<file path="src/rtl/seq_pkg.sv">
// seq_pkg: state encodings, RV32I major opcodes and trap cause codes shared by the sequencer.
package seq_pkg;

    typedef enum logic [2:0] {
        ST_FETCH  = 3'd0,
        ST_DECODE = 3'd1,
        ST_EXEC   = 3'd2,
        ST_MEM    = 3'd3,
        ST_WB     = 3'd4,
        ST_TRAP   = 3'd5
    } seq_state_e;

    localparam logic [6:0] OPC_OP     = 7'b0110011;
    localparam logic [6:0] OPC_OP_IMM = 7'b0010011;
    localparam logic [6:0] OPC_LOAD   = 7'b0000011;
    localparam logic [6:0] OPC_STORE  = 7'b0100011;
    localparam logic [6:0] OPC_BRANCH = 7'b1100011;
    localparam logic [6:0] OPC_JAL    = 7'b1101111;
    localparam logic [6:0] OPC_JALR   = 7'b1100111;
    localparam logic [6:0] OPC_LUI    = 7'b0110111;
    localparam logic [6:0] OPC_AUIPC  = 7'b0010111;

    localparam logic [1:0] CAUSE_NONE    = 2'd0;
    localparam logic [1:0] CAUSE_ILLEGAL = 2'd1;
    localparam logic [1:0] CAUSE_TIMEOUT = 2'd2;

    function automatic logic is_legal_opcode(input logic [6:0] opc);
        case (opc)
            OPC_OP, OPC_OP_IMM, OPC_LOAD, OPC_STORE, OPC_BRANCH,
            OPC_JAL, OPC_JALR, OPC_LUI, OPC_AUIPC: return 1'b1;
            default:                               return 1'b0;
        endcase
    endfunction

endpackage

</file>
<file path="src/rtl/mem_wait_timer.sv">
// mem_wait_timer: down-counter that flags the TIMEOUT_CYCLES-th counted wait cycle since the last clear.
// Only instantiated when SEQ_MEM_TIMEOUT_EN is defined. TIMEOUT_CYCLES must be at least 1.
module mem_wait_timer #(
    parameter int unsigned TIMEOUT_CYCLES = 64
) (
    input  logic clk,
    input  logic rst,
    input  logic clear,
    input  logic count_en,
    output logic expired
);
    localparam int unsigned     CW       = $clog2(TIMEOUT_CYCLES + 1);
    localparam logic [CW-1:0]   LOAD_VAL = CW'(TIMEOUT_CYCLES - 1);

    logic [CW-1:0] remain_q, remain_d;

    // Reload on clear, otherwise count down on each waiting cycle and park at zero.
    always_comb begin
        remain_d = remain_q;
        if (clear) begin
            remain_d = LOAD_VAL;
        end else if (count_en && (remain_q != '0)) begin
            remain_d = remain_q - CW'(1);
        end
    end

    // Remaining-wait register.
    always_ff @(posedge clk) begin
        if (rst) begin
            remain_q <= LOAD_VAL;
        end else begin
            remain_q <= remain_d;
        end
    end

    // Terminal count: this waiting cycle is the last one allowed.
    assign expired = count_en && (remain_q == '0);

endmodule

</file>
<file path="src/rtl/multicycle_sequencer.sv">
// multicycle_sequencer: steps the single-issue RV32I datapath through FETCH/DECODE/EXEC/MEM/WB,
// turns Reg_W/Mem_W levels into single-cycle strobes, raises a sticky trap, counts retirements.
// Optional feature macro: SEQ_MEM_TIMEOUT_EN (trap with cause 2 when an ack never arrives).
//
// state  | meaning
// FETCH  | imem_req held; unstalled imem_ack latches IR
// DECODE | opcode legality check
// EXEC   | route: LOAD/STORE to MEM, BRANCH retires, rest to WB
// MEM    | dmem_req held; unstalled dmem_ack completes access
// WB     | register write strobe and PC update
// TRAP   | all strobes low, trap sticky until rst
module multicycle_sequencer
    import seq_pkg::*;
#(
    parameter int unsigned CNT_W          = 32,
    parameter int unsigned TIMEOUT_CYCLES = 64
) (
    input  logic             clk,
    input  logic             rst,
    input  logic [6:0]       opcode,
    input  logic             reg_w_in,
    input  logic             mem_r_in,
    input  logic             mem_w_in,
    input  logic             stall,
    input  logic             imem_ack,
    input  logic             dmem_ack,
    output logic             imem_req,
    output logic             dmem_req,
    output logic             dmem_we,
    output logic             ir_we,
    output logic             pc_we,
    output logic             reg_we,
    output logic [2:0]       state_o,
    output logic             trap,
    output logic [1:0]       trap_cause,
    output logic [CNT_W-1:0] retired
);
    seq_state_e       state_q, state_d;
    logic             trap_q, trap_d;
    logic [1:0]       cause_q, cause_d;
    logic [CNT_W-1:0] retired_q, retired_d;
    logic             imem_req_c, dmem_req_c, dmem_we_c, ir_we_c, pc_we_c, reg_we_c;
    logic             timeout_hit;

    // Access direction comes from the opcode; Mem_R carries no extra information here.
    logic unused_inputs;
    assign unused_inputs = mem_r_in;

`ifdef SEQ_MEM_TIMEOUT_EN
    logic ack_taken, wait_count, wait_clear;
    assign ack_taken  = !stall && (((state_q == ST_FETCH) && imem_ack) ||
                                   ((state_q == ST_MEM) && dmem_ack));
    assign wait_count = ((state_q == ST_FETCH) || (state_q == ST_MEM)) && !ack_taken;
    assign wait_clear = (state_d != state_q);

    mem_wait_timer #(.TIMEOUT_CYCLES(TIMEOUT_CYCLES)) u_wait_timer (
        .clk      (clk),
        .rst      (rst),
        .clear    (wait_clear),
        .count_en (wait_count),
        .expired  (timeout_hit)
    );
`else
    logic unused_timeout_cfg;
    assign unused_timeout_cfg = (TIMEOUT_CYCLES == 0);
    assign timeout_hit        = 1'b0;
`endif

    // Next state, strobes and trap bookkeeping; stall freezes state and suppresses write strobes.
    always_comb begin
        state_d    = state_q;
        imem_req_c = 1'b0;
        dmem_req_c = 1'b0;
        dmem_we_c  = 1'b0;
        ir_we_c    = 1'b0;
        pc_we_c    = 1'b0;
        reg_we_c   = 1'b0;
        trap_d     = trap_q;
        cause_d    = cause_q;
        case (state_q)
            ST_FETCH: begin
                imem_req_c = 1'b1;
                if (imem_ack && !stall) begin
                    ir_we_c = 1'b1;
                    state_d = ST_DECODE;
                end
            end
            ST_DECODE: begin
                if (!stall) begin
                    state_d = is_legal_opcode(opcode) ? ST_EXEC : ST_TRAP;
                end
            end
            ST_EXEC: begin
                if (!stall) begin
                    if ((opcode == OPC_LOAD) || (opcode == OPC_STORE)) begin
                        state_d = ST_MEM;
                    end else if (opcode == OPC_BRANCH) begin
                        pc_we_c = 1'b1;
                        state_d = ST_FETCH;
                    end else begin
                        state_d = ST_WB;
                    end
                end
            end
            ST_MEM: begin
                dmem_req_c = 1'b1;
                dmem_we_c  = mem_w_in;
                if (dmem_ack && !stall) begin
                    if (opcode == OPC_STORE) begin
                        pc_we_c = 1'b1;
                        state_d = ST_FETCH;
                    end else begin
                        state_d = ST_WB;
                    end
                end
            end
            ST_WB: begin
                if (!stall) begin
                    reg_we_c = reg_w_in;
                    pc_we_c  = 1'b1;
                    state_d  = ST_FETCH;
                end
            end
            ST_TRAP: begin
                state_d = ST_TRAP;
            end
            default: begin
                state_d = ST_TRAP;
            end
        endcase
        if (timeout_hit) begin
            state_d = ST_TRAP;
        end
        if ((state_q != ST_TRAP) && (state_d == ST_TRAP)) begin
            trap_d  = 1'b1;
            cause_d = timeout_hit ? CAUSE_TIMEOUT : CAUSE_ILLEGAL;
        end
        retired_d = retired_q + CNT_W'(pc_we_c);
    end

    // State, trap and retirement registers with synchronous reset.
    always_ff @(posedge clk) begin
        if (rst) begin
            state_q   <= ST_FETCH;
            trap_q    <= 1'b0;
            cause_q   <= CAUSE_NONE;
            retired_q <= '0;
        end else begin
            state_q   <= state_d;
            trap_q    <= trap_d;
            cause_q   <= cause_d;
            retired_q <= retired_d;
        end
    end

    // A reset cycle abandons any access: requests and strobes drop immediately.
    assign imem_req   = imem_req_c & ~rst;
    assign dmem_req   = dmem_req_c & ~rst;
    assign dmem_we    = dmem_we_c & ~rst;
    assign ir_we      = ir_we_c & ~rst;
    assign pc_we      = pc_we_c & ~rst;
    assign reg_we     = reg_we_c & ~rst;
    assign state_o    = state_q;
    assign trap       = trap_q;
    assign trap_cause = cause_q;
    assign retired    = retired_q;

endmodule

</file>
<file path="config.mk">
export PLATFORM = sky130hd
export DESIGN_NAME = multicycle_sequencer
export DESIGN_NICKNAME = d
export VERILOG_FILES = /design/src/rtl/seq_pkg.sv /design/src/rtl/mem_wait_timer.sv /design/src/rtl/multicycle_sequencer.sv
export SDC_FILE = /design/constraint.sdc
export NUM_CORES = 1
export LEC_CHECK = 0
export ABC_AREA = 1
export CAP_MARGIN = 0
export CORE_MARGIN = 2
export CORE_UTILIZATION = 35
export DETAILED_ROUTE_END_ITERATION = 12
export PLACE_DENSITY = 0.75
export SLEW_MARGIN = 20
export SYNTH_ARGS = -nofsm -noshare
export SYNTH_HDL_FRONTEND = slang
export SYNTH_HIERARCHICAL = 1
export SYNTH_SLANG_ARGS = --single-unit
</file>
<file path="constraint.sdc">
create_clock -name clk -period 2.2 [get_ports clk]
set_input_delay 0.22 -clock clk [delete_from_list [all_inputs] [get_ports clk]]
set_output_delay 0.22 -clock clk [all_outputs]
set_load 0.05 [all_outputs]
</file>
* Word level (Yosys, flattened, before mapping)
Cells that the tools add are included.
** Cells by class
- Bitwise logic cells :: 7
- Multiplexer cells :: 27
- Add/sub/neg operators :: 1
- Eq/ne operators :: 15
- Reductions and logical operators :: 7
** Operators with widths (count)
- 32-bit by 1-bit adder with 32-bit output :: 1
- 3-bit two-way mux :: 9
- 7-bit by 6-bit == test with 1-bit output (second input constant) :: 3
- 7-bit == test (second input constant) :: 3
- 1-bit two-way mux :: 16
- 3-bit case mux with 5 select lines :: 1
- 7-bit by 5-bit == test with 1-bit output (second input constant) :: 2
- 9-bit OR reduction :: 1
- 7-bit by 2-bit == test with 1-bit output (second input constant) :: 1
- 1-bit AND :: 6
- 3-bit by 2-bit == test with 1-bit output (second input constant) :: 2
- 3-bit == test (second input constant) :: 2
- 3-bit by 1-bit == test with 1-bit output (second input constant) :: 1
- 1-bit logical AND :: 3
- 3-bit logical NOT :: 1
- 3-bit inequality test (second input constant) :: 1
- 1-bit case mux with 3 select lines :: 1
- 1-bit logical NOT :: 1
- 1-bit logical OR :: 1
- 1-bit NOT :: 1
** Word-level totals
- Input bits :: 15
- Flip-flop bits (word level) :: 36
- Word-level logic and storage cells :: 60

* Logic depth before layout (Yosys ltp)
- Word-level depth :: 10
- Mapped depth :: 18
- Gate-level depth less buffers :: 17

* Worst setup path before layout
OpenSTA, ideal clock, no wires.
- Path type :: reg-to-reg
- Start point :: register state_q[1] (netlist: state_o[1])
- End point :: register retired_q[30] (netlist: retired[30])
- Cell stages (with the launch flop) :: 19
- Period minus slack after synthesis :: 2.835 ns
- Buffers on the path :: 1
- Slack :: -0.635 ns
- Data arrival time :: 2.702 ns
- Path through :: dfxtp_1 -> buf_2 -> nand2_1 -> nor2_1 -> inv_1 -> nor2_1 -> nand4_1 -> o211ai_1 -> ha_1 -> ha_1 -> nand2_1 -> nor2_4 -> nand2_2 -> nor2_2 -> inv_2 -> nor2_4 -> nand2_1 -> nand2_1 -> a21oi_1
** On the way
- Cells in the longest elaborated chain, start to end :: 3
- Elaborated cells between the ends (all ways) :: 5
** Ends and longest elaborated chain
- start, declared :: line multicycle_sequencer.sv:38 : seq_state_e state_q, state_d;
- start signal, assigned :: line multicycle_sequencer.sv:149 : state_q <= state_d;
- 3-bit == test / 3-bit by 2-bit == test with 1-bit output (equally long branches) :: line multicycle_sequencer.sv:80 : case (state_q)
- 1-bit case mux with 3 select lines (*) :: line multicycle_sequencer.sv:80
- 32-bit by 1-bit adder with 32-bit output (*) :: line multicycle_sequencer.sv:138 : retired_d = retired_q + CNT_W'(pc_we_c);
- end signal, assigned :: line multicycle_sequencer.sv:152 : retired_q <= retired_d;
- end, declared :: line multicycle_sequencer.sv:41 : logic [CNT_W-1:0] retired_q, retired_d;
Mark *: on every way between the ends. The rest lies on a longest branch, timed or not.
A chain may end at the register's enable or synchronous reset.

* Worst setup path after layout
- Start point :: register state_q[1] (netlist: state_o[1])
- End point :: register retired_q[15] (netlist: retired[15])
The elaborated chain is that of the path after synthesis.

==> results.cfg <==
[status]
outcome = finished, violations left
violations = negative setup slack

[setup_path]
crit_path_start_kind = register
max_stage_delay_ns = 0.35
path_cells = buf_4 -> nor2_2 -> nand3_1 -> o211ai_1 -> ha_2 -> buf_6 -> nand3_4 -> nor2_4 -> nand3_4 -> buf_4 -> nor2_4 -> xnor2_1 -> nor2_1
crit_cells = 13
r2r-start = state_o[1]
rr_endpoint = retired[15]
crit_buf_inv = 3
reg2reg_depth = 13
crit_required_ns = 2.37
worst-setup-path-type = reg -> reg
crit_path_end_kind = register
cp_slowest_cell = dfxtp_4
crit_arrival_ns = 2.42
path_max_fanout = 8
crit_family = simple AND/OR/NAND/NOR gates
regToRegSetupSlack_ns = -0.05

[logic_synthesis]
synth_fp_nets = 344
synth_ff_type = dfxtp_1
ys_types = 33
ys_seq_area_frac = 0.341
syn_avg_cell_area_um2 = 6.46
ys_warn_count = 6
ys_seq_elements = 36
netlist_area_mm2 = 0.00211
ys_top_cells_by_area = dfxtp_1 (34%), nand2_1 (14%), nor2_1 (7.5%)
yosys-top-cells-count = nand2_1 (80), nor2_1 (42), dfxtp_1 (36), inv_1 (35), a21oi_1 (30)
synth_top_area_frac = 0.341
syn_inst = 327
synth_edf_count = 0
async_reset_ff_frac = 0
synth.most_common_cell = nand2_1
synth_top_area_cell = dfxtp_1

[pwr]
power_frac_comb = 0.121
p_int_uw = 1010
p_seq_frac = 0.486
power.leakage_uw = 0.00131
vdd_drop_max_mv = 0.237
pwr-share-clk = 0.393
sw_frac_of_total = 0.253
p_switching_uw = 343
p_per_area_mw_per_mm2 = 395

[placed_design]
place_congestion = 0.948
dpl.hpwl_mm = 4.97
io_buffers = 56
post-place-ws_ns = -0.509

[sta]
hold_viol_final = 0
slew_headroom = 0.558
period_minus_slack_ns = 2.25
tightest_slew_ns = 0.657
maxSlewViolCount = 0
max_freq_mhz = 444
rsz0062_at_grt = true
setup_viol = 7
finalWorstSetupSlack_ns = -0.0504
finalCritPeriodShare = 1.02
skew_ns = 0.00626
hold_slack_ns = 0.395

[layout]
seq_area_um2 = 727
syn2layout_area_growth_pct = 62.5
multi_input_area_mm2 = 0.00137
drive_gt1_frac = 0.251
fin_util = 0.583
nFillCells = 542
final_nets = 451
antenna_cells = 0

[global_route]
grt_max_degree = 32
grt.total_usage = 0.212
overflow = 0
grt_pass1_wl_mm = 11.1
grt_antenna_before_repair = 0
grt_pass1_vias = 2464

[detailed_routing]
wl_met2_mm = 3.41
met3_wirelength_um = 482
drtAntennaViolNets = 0
wl_met1_mm = 2.80
drt_iter0_drc = 233
wirelength_mm = 6.84
avgRoutedWirePerCell_um = 13.4
routed.top_layer = met4
vias = 2594
via_per_inst = 5.09
post-route-drc-count = 0
dr.pass1.iters = 4

[floorplanning]
num_rows = 28
die_x_um = 81.7
core_mm2 = 0.00589
dieArea_mm2 = 0.00667
die_y_um = 81.7
start_util = 0.359
pin_count = 59

[clock_network]
clock_path_buffers = 2
path_clk_slew_ns = 0.07
htreeDepth = 2
postCtsHoldBufs = 0
insertion_delay_ns = 0.29
numCtsBuffers = 5
cts_tree = built
cts_root_buffer = clkbuf_8
clock-sinks = 36

[worst_hold_path]
hold_end = state_o[1]
min-delay-start = stall
min_path_cells = 5
hold_class = in -> reg

[flow_run]
drv_cap = 0
-- power groups by stage --
stage | sequential [uW] | combinational (uW) | clock (uW)
after floorplan | 688 | 62.5 | 0
after global placement | 673 | 152 | 0
after detailed placement | 673 | 153 | 0
after CTS | 659 | 158 | 536
after global routing | 659 | 176 | 562
final | 659 | 164 | 532
-- stage by stage --
step,total power (uW),setup TNS [ns],area (um^2),std cells
final,1350,-0.139,3430,510
after global routing,1400,-2.97,3430,510
after CTS,1350,-0.0486,3330,505
after detailed placement,826,-10.18,3030,479
after global placement,825,-8.22,3030,479
after floorplan,751,-2.56,2170,327
-- placed cells by master, fill, tap and decap left out, drive strengths merged, types with 2 or more instances in the layout --
cell / synthesis / layout
dlygate4sd2: 0 / 6
inv: 38 / 38
o21ai: 6 / 6
nor3: 22 / 22
clkbuf: 4 / 8
xor2: 2 / 2
a21oi: 30 / 30
nor2: 48 / 48
dlymetal6s2s: 0 / 2
dfxtp: 36 / 36
ha: 2 / 2
or2: 2 / 2
nand4: 8 / 8
clkdlybuf4s50: 0 / 42
o21a: 4 / 4
nand3b: 9 / 9
buf: 3 / 57
nand2: 82 / 82
nand3: 23 / 23
-- cells by family after synthesis --
family	count (synthesis)	synth area share
flops	36	0.341
simple gates	196	0.437
buf+inv	46	0.0859
xor+xnor	3	0.0124
fa+ha+maj	2	0.0118
other cells	1	0.00178
compound gates	43	0.110
-- repair_timing --
action,CTS,global route
gates resized for setup,23,23
setup buffers,18,5
pin swaps,15,15
setup endpoints to repair,20,26
-- sequential cells by signal, summed over array words and instances (netlist names) --
signal,flops
retired,32
trap_cause,1
state_o,3
-- how the worst max path moves through the flow --
stage	slack, ns	to	startpoint
floorplan	-0.26	retired[30]	state_o[1]
global placement	-0.43	retired[26]	opcode[1]
detailed placement	-0.51	retired[30]	opcode[0]
CTS	-0.03	retired[26]	state_o[0]
global route	-0.23	retired[31]	state_o[0]
finish	-0.05	retired[15]	state_o[1]
-- worst min-delay path: cells and delay by family --
family                 cells  cell delay (ns)
buffers and inverters      2             0.21
AND/OR/NAND/NOR            2             0.16
AO/OA/AOI/OAI              1             0.06
-- layer usage --
metal  GRT usage  vias to the layer above
met5           0                        -
met4      0.0633                        0
met3      0.0418                       17
met2       0.383                      118
met1       0.253                     1178
li1            -                     1281
-- final cells by class --
| cell class | instances | share of cell area |
|---|---|---|
| Multi-Input combinational cell | 245 | 0.398 |
| Tap cell | 75 | 0.0273 |
| Clock buffer | 8 | 0.0292 |
| Sequential cell | 36 | 0.212 |
| Inverter | 39 | 0.0441 |
| Timing Repair Buffer | 107 | 0.290 |
No activity file was read; power rests on OpenSTA's default activity.
